--- config.mk ---
export PLATFORM = sky130hd
export DESIGN_NAME = extend_pipe
export DESIGN_NICKNAME = d
export VERILOG_FILES = /design/src/rtl/ext_pkg.sv /design/src/rtl/ext_core.sv /design/src/rtl/extend_pipe.sv
export SDC_FILE = /design/constraint.sdc
export NUM_CORES = 1
export LEC_CHECK = 0
export CAP_MARGIN = 10
export CORE_MARGIN = 4
export CORE_UTILIZATION = 29
export DETAILED_ROUTE_END_ITERATION = 10
export PLACE_DENSITY_LB_ADDON = 0.05
export SKIP_LAST_GASP = 1
export SLEW_MARGIN = 10
export SYNTH_ARGS = -nofsm -noshare
export SYNTH_HDL_FRONTEND = slang
export SYNTH_SLANG_ARGS = --single-unit
--- constraint.sdc ---
create_clock -name clk -period 1.7 [get_ports clk]
set_clock_uncertainty 0.15 [all_clocks]
set_input_delay 0.34 -clock clk [delete_from_list [all_inputs] [get_ports clk]]
set_output_delay 0.34 -clock clk [all_outputs]
set_load 0.005 [all_outputs]
--- src/rtl/ext_pkg.sv ---
// Shared types for the immediate/operand extension unit: mode encoding and its width.
package ext_pkg;

  localparam int MODE_W = 3;

  typedef enum logic [MODE_W-1:0] {
    EXT_SEXT  = 3'b000,
    EXT_ZEXT  = 3'b001,
    EXT_UPPER = 3'b010,
    EXT_BOFF  = 3'b011,
    EXT_LB    = 3'b100,
    EXT_LBU   = 3'b101,
    EXT_LH    = 3'b110,
    EXT_LHU   = 3'b111
  } ext_mode_t;

endpackage

--- src/rtl/ext_core.sv ---
// Combinational mode -> extended result. Load extraction exists only under EXT_LOAD_EN;
// without it, load modes yield zero.
module ext_core
  import ext_pkg::*;
#(
  parameter int IN_W  = 16,
  parameter int OUT_W = 32
) (
  input  logic [MODE_W-1:0] mode,
  input  logic [IN_W-1:0]   imm,
`ifdef EXT_LOAD_EN
  input  logic [31:0]       ld_data,
  input  logic [1:0]        ld_off,
`endif
  output logic [OUT_W-1:0]  result
);

  logic [OUT_W-1:0] sext;
`ifdef EXT_LOAD_EN
  logic [31:0] ld_shift;
  logic [7:0]  ld_byte;
  logic [15:0] ld_half;
`endif

  always_comb begin
    sext = {{(OUT_W-IN_W){imm[IN_W-1]}}, imm};
`ifdef EXT_LOAD_EN
    ld_shift = ld_data >> {ld_off, 3'b000};
    ld_byte  = ld_shift[7:0];
    // Halfword alignment faults are detected elsewhere; off[0] is ignored here.
    ld_half  = ld_off[1] ? ld_data[31:16] : ld_data[15:0];
`endif
    result = '0;
    case (ext_mode_t'(mode))
      EXT_SEXT:  result = sext;
      EXT_ZEXT:  result = {{(OUT_W-IN_W){1'b0}}, imm};
      EXT_UPPER: result = {imm, {(OUT_W-IN_W){1'b0}}};
      EXT_BOFF:  result = sext << 2;
`ifdef EXT_LOAD_EN
      EXT_LB:    result = {{(OUT_W-8){ld_byte[7]}}, ld_byte};
      EXT_LBU:   result = {{(OUT_W-8){1'b0}}, ld_byte};
      EXT_LH:    result = {{(OUT_W-16){ld_half[15]}}, ld_half};
      EXT_LHU:   result = {{(OUT_W-16){1'b0}}, ld_half};
`endif
      default:   result = '0;
    endcase
  end

endmodule

--- src/rtl/extend_pipe.sv ---
// Pipelined immediate/operand extender with a main register plus one-entry skid buffer.
// Optional load-data extension is enabled by defining EXT_LOAD_EN.
module extend_pipe
  import ext_pkg::*;
#(
  parameter int IN_W  = 16,
  parameter int OUT_W = 32
) (
  input  logic              clk,
  input  logic              rst,
  input  logic              in_valid,
  output logic              in_ready,
  input  logic [MODE_W-1:0] in_mode,
  input  logic [IN_W-1:0]   in_imm,
`ifdef EXT_LOAD_EN
  input  logic [31:0]       in_ld_data,
  input  logic [1:0]        in_ld_off,
`endif
  output logic              out_valid,
  input  logic              out_ready,
  output logic [OUT_W-1:0]  out_data
);

  logic [OUT_W-1:0] ext_res;
  logic             main_vld_q, main_vld_d;
  logic [OUT_W-1:0] main_data_q, main_data_d;
  logic             skid_vld_q, skid_vld_d;
  logic [OUT_W-1:0] skid_data_q, skid_data_d;
  logic             accept, drain;

  ext_core #(.IN_W(IN_W), .OUT_W(OUT_W)) u_core (
    .mode    (in_mode),
    .imm     (in_imm),
`ifdef EXT_LOAD_EN
    .ld_data (in_ld_data),
    .ld_off  (in_ld_off),
`endif
    .result  (ext_res)
  );

  assign in_ready  = !skid_vld_q;
  assign out_valid = main_vld_q;
  assign out_data  = main_data_q;
  assign accept    = in_valid && in_ready;
  assign drain     = main_vld_q && out_ready;

  always_comb begin
    main_vld_d  = main_vld_q;
    main_data_d = main_data_q;
    skid_vld_d  = skid_vld_q;
    skid_data_d = skid_data_q;
    if (drain) begin
      main_vld_d = skid_vld_q;
      if (skid_vld_q) begin
        main_data_d = skid_data_q;
        skid_vld_d  = 1'b0;
      end
    end
    // accept implies skid empty, so a draining main can always take the new result.
    if (accept) begin
      if (!main_vld_q || drain) begin
        main_vld_d  = 1'b1;
        main_data_d = ext_res;
      end else begin
        skid_vld_d  = 1'b1;
        skid_data_d = ext_res;
      end
    end
  end

  always_ff @(posedge clk) begin
    if (rst) begin
      main_vld_q  <= 1'b0;
      main_data_q <= '0;
      skid_vld_q  <= 1'b0;
      skid_data_q <= '0;
    end else begin
      main_vld_q  <= main_vld_d;
      main_data_q <= main_data_d;
      skid_vld_q  <= skid_vld_d;
      skid_data_q <= skid_data_d;
    end
  end

endmodule

**Word-level counts from Yosys, hierarchy flattened**

Cells that the tools add are included.

- Input bits: 23
- Output and inout port bits: 34
- Register bits: 66
- Word-level logic and storage cells: 26

- Equal/unequal tests: 3
- Bitwise operators: 1
- Reductions and logical operators: 7
- Multiplexer cells: 11

Operator list:

| operator | number |
|---|---|
| two-way mux 32 bit | 4 |
| one-hot mux 32 bit (4 select lines) | 1 |
| == test 3 x 2 -> 1 bit, second input constant | 2 |
| two-way mux 1 bit | 6 |
| == test 3 x 1 -> 1 bit, second input constant | 1 |
| logical NOT 3 bit | 1 |
| logical AND 1 bit | 2 |
| logical NOT 1 bit | 2 |
| AND reduction 2 bit | 1 |
| logical OR 1 bit | 1 |
| NOT 1 bit | 1 |

**Depth between registers and ports, before layout**

- Depth in word-level cells: 4
- Mapped depth: 6
- Gate-level depth less buffers: 3

**By module**

Synthesis repeated with hierarchy kept, for this count alone.

- Cell total of the unflattened synthesis: 430
- Area total of the unflattened synthesis: 3450.8 um^2

By module, submodules not included:

| module | area an instance (um^2) | sequential area each (um^2) | cells an instance | instances |
|---|---|---|---|---|
| extend_pipe | 2845.2 | 1321.3 | 337 | 1 |
| ext_core | 605.6 | 0.0 | 93 | 1 |

**Worst setup path after synthesis**

Ideal clock, no wire load.

- Path kind: register to register
- From: register main_vld_q (netlist: out_valid)
- To: register main_data_q[21] (netlist: out_data[21])
- Data arrival time: 1.312 ns
- Data required time: 1.475 ns
- Period minus slack after synthesis: 1.536 ns
- Stages on the path, launching flop included: 7
- Slack: 0.164 ns
- Path buffers: 3
- Setup time: 0.075 ns
- Path through: dfxtp_1 -> buf_6 -> nor2b_4 -> or3_1 -> buf_2 -> buf_6 -> o22ai_1

- Longest elaborated chain between the ends: 4
- Elaborated cells between the ends (all ways): 6
- Those cells by class: 3 x mux; 3 x reduce/logical

Ends and longest elaborated chain:

| what | line | text |
|---|---|---|
| from (decl) | extend_pipe.sv:25 | `logic main_vld_q, main_vld_d;` |
| from (signal assigned) | extend_pipe.sv:78 | `main_vld_q <= main_vld_d;` |
| logical AND 1 bit / logical NOT 1 bit (equally long branches) | extend_pipe.sv:45, extend_pipe.sv:61 |  |
| two-way mux 32 bit / logical OR 1 bit (equally long branches) | extend_pipe.sv:52, extend_pipe.sv:61 |  |
| two-way mux 32 bit | extend_pipe.sv:61 | `if (!main_vld_q \|\| drain) begin` |
| two-way mux 32 bit (*) | extend_pipe.sv:60 | `if (accept) begin` |
| to (signal assigned) | extend_pipe.sv:79 | `main_data_q <= main_data_d;` |
| to (decl) | extend_pipe.sv:26 | `logic [OUT_W-1:0] main_data_q, main_data_d;` |

Every way passes the cells marked *; elsewhere a longest branch is shown, timed or not.
A chain may end at the register's enable or synchronous reset.

**Worst setup path in the final report**

- From: register main_data_q[16] (netlist: out_data[16])
- To: output port out_data[16]

RTL lines:

| what | line | text |
|---|---|---|
| to (decl) | extend_pipe.sv:21 | `output logic [OUT_W-1:0] out_data` |

No word-level cell between the ends.

==> run metrics <==
worst path required time=1.21 ns; Clock Sinks=66; Clock Path Buffers=2; H-tree depth=3; largest net degree at the start of global routing=31; setup ws final=0.04731 ns; critical path buffer and inverter count=1; # setup viols final=0; met1 GRT Util=21.61%; GRT overflow=0; # placed instances=572; Via-to-Cell Ratio=5.217; post-synthesis sequential area ratio=39.46%; commonest non-fill, non-tap cell in the layout=dfxtp_1; die area=13,330 µm²; syn_area_per_cell=9.198 µm²; Clock Root Buffer=clkbuf_16; first-pass GRT wire length=16,860 µm; drt wl/cell=17.74 µm; switching pwr=0.001060 W; Initial Utilization=30.22%; max frequency=605.1 MHz; flop2flop setup slack=0.11 ns; reg2reg path depth=5; Flop pwr share=40.5%; final wirelength=10,470 µm; Mapped Cells=364; final layout net count=468; Distinct cells, synth=32; Vias=3,078; met2 Track Usage GR=26.20%; number of port buffers=56; Mapped Area=3348 µm²; I/O pins=57; Setup crit end kind=output port; Layout Cells excl Fill=590; Hold Vio Cnt, Final=0; Area growth, synth to finish=42.64%; crit path time final=1.653 ns; fin. max-slew vios=0; worst-path maximum fanout=2; sw frac=26.10%; Final Cycle Share=97.22%; leakage=2.094 nW; DRT iter0 DRCs=102; Post-DRT Antenna Nets=0; cts bufs inserted=9; GRT busiest layer=met2; iteration count of the initial detailed-routing pass=5; status=finished clean; gpl congestion=0.7373; combinational power share=16.9%; vias in the first global route=3,099; Synth top area share=39.46%; Top Family by Delay on Critical Path=buffers and inverters; die width=115.5 µm; # rows=38; DRC violations left=0; met3 GRT Util=4.282%; CORE AREA=11,080 µm²; global-route usage over all layers=16.33%; most area-hungry cell type in the Yosys netlist=dfxtp_1; Post-CTS Hold Buffers=0; CTS tree=yes; CP Launch Type=flop; Warnings, synthesis=0; power per cell area=850.1 nW/µm²; flop and latch count out of synthesis=66; crit path max-delay cell type=clkdlybuf4s50_1; share of layout cells above drive strength 1=21.56%; P_int=0.003000 W; Peak VDD IR=646.9 µV; CP Cell Sequence=clkdlybuf4s50_1; Tightest Pin Transition=0.2891 ns; clock network power share=42.6%; pre-CTS setup slack=-0.4015 ns; slowest stage delay, CP=0.50 ns; DP HPWL=7707 µm; RSZ-0062 raised after global routing=true; Die H=115.5 µm; Rel. slew slack=80.73%; top cells by area, synth=dfxtp_1 39%, mux2i_1 5.4%, a21oi_1 5.1%; max_cap viols=0; initial antenna violation count=0; syn nets=387; Worst-path clk slew=0.06 ns; most frequent cells in the layout=61 x dfxtp_1, 42 x buf_4, 35 x clkdlybuf4s50_1; # diodes=0; Setup CP Type=flop to output port; Worst Path Arrival=1.16 ns; hold path depth=2; Clock Latency Late Sink=0.32 ns; Critical Path Stages=1; worst hold path type=flop to flop
-- area by class of cell --
| type | instances | area, µm² |
|---|---|---|
| Multi-Input combinational cell | 254 | 1821 |
| Tap cell | 140 | 175.2 |
| Clock buffer | 10 | 239.0 |
| Fill cell | 1121 | 6302 |
| Sequential cell | 66 | 1333 |
| Clock inverter | 6 | 42.54 |
| Timing Repair Buffer | 111 | 1155 |
| Inverter | 3 | 11.26 |
-- logic make-up after synthesis --
kind of cell / Yosys count / share of synthesized area [%]
AO/OA/AOI/OAI: 129 / 25.71
AND/OR/NAND/NOR: 92 / 17.97
flip-flops: 66 / 39.46
buffers and inverters: 44 / 6.427
multiplexers: 33 / 10.43
-- worst register-to-register path, stage by stage, from the launching register on --
cell,delay (ns)
dfxtp_4,0.33
buf_4,0.15
nand4bb_2,0.27
buf_12,0.19
a211o_1,0.30
a21oi_1,0.13
-- cells in the mapped netlist, drive strengths merged --
cell / number
mux2: 15
buf: 22
mux2i: 18
nand4bb: 1
a221oi: 14
and4bb: 1
dfxtp: 66
nor2: 2
or3: 1
a211o: 14
nor2b: 3
a21o: 15
clkbuf: 19
a311oi: 1
nand2b: 18
a21oi: 34
o22ai: 15
inv: 3
a211oi: 20
nand3b: 15
nand2: 18
nand3: 17
nand4: 1
and4: 14
nor4b: 1
o21ai: 16
-- flip-flops by register name, indices dropped and copies added, names as in the netlist --
signal       cells
skid_vld_q       1
skid_data_q     32
out_data        32
out_valid        1
-- path summary, 6_finish.rpt --
path / start / end
max: out_data[16] / out_data[16]
max reg2reg: skid_vld_q / skid_data_q[4]
min: skid_data_q[15] / skid_data_q[15]
min reg2reg: skid_data_q[15] / skid_data_q[15]
-- stage by stage --
stage | hold slack, ns | power [W] | TNS [ns] | instance area [µm²] | util (%)
floorplan | 0.2823 | 0.001999 | 0 | 3348 | -
global placement | 0.2912 | 0.002360 | -21.28 | 4383 | 39.56
detailed placement | 0.2949 | 0.002361 | -21.04 | 4383 | 39.56
CTS | 0.3028 | 0.004102 | -0.04259 | 4681 | 42.25
global route | 0.3200 | 0.004241 | -0.01904 | 4776 | 43.11
finish | 0.2997 | 0.004060 | 0 | 4776 | 43.11
-- routing by layer --
layer | up-vias | part of all wire [%]
met5 | - | 0
met4 | 0 | 1.7
met3 | 10 | 3.7
met2 | 54 | 46
met1 | 1468 | 48
li1 | 1546 | -
-- what timing repair did --
| action | CTS | global route |
|---|---|---|
| setup buffers | 1 | 0 |
| gates cloned | 0 | 1 |
| endpoints found under the setup margin | 31 | 71 |
| resized for setup | 9 | 31 |
| pin swaps | 0 | 0 |
-- power groups by stage --
stage                     clock network (W)  registers [W]  logic, W
after floorplan                           0        0.00167  0.000325
after CTS                           0.00177        0.00164  0.000686
final                               0.00173        0.00164  0.000687
after detailed placement                  0        0.00168  0.000681
after global routing                0.00185        0.00165  0.000745
after global placement                    0        0.00168  0.000681
Note: power is estimated with default switching activity, not from simulation.
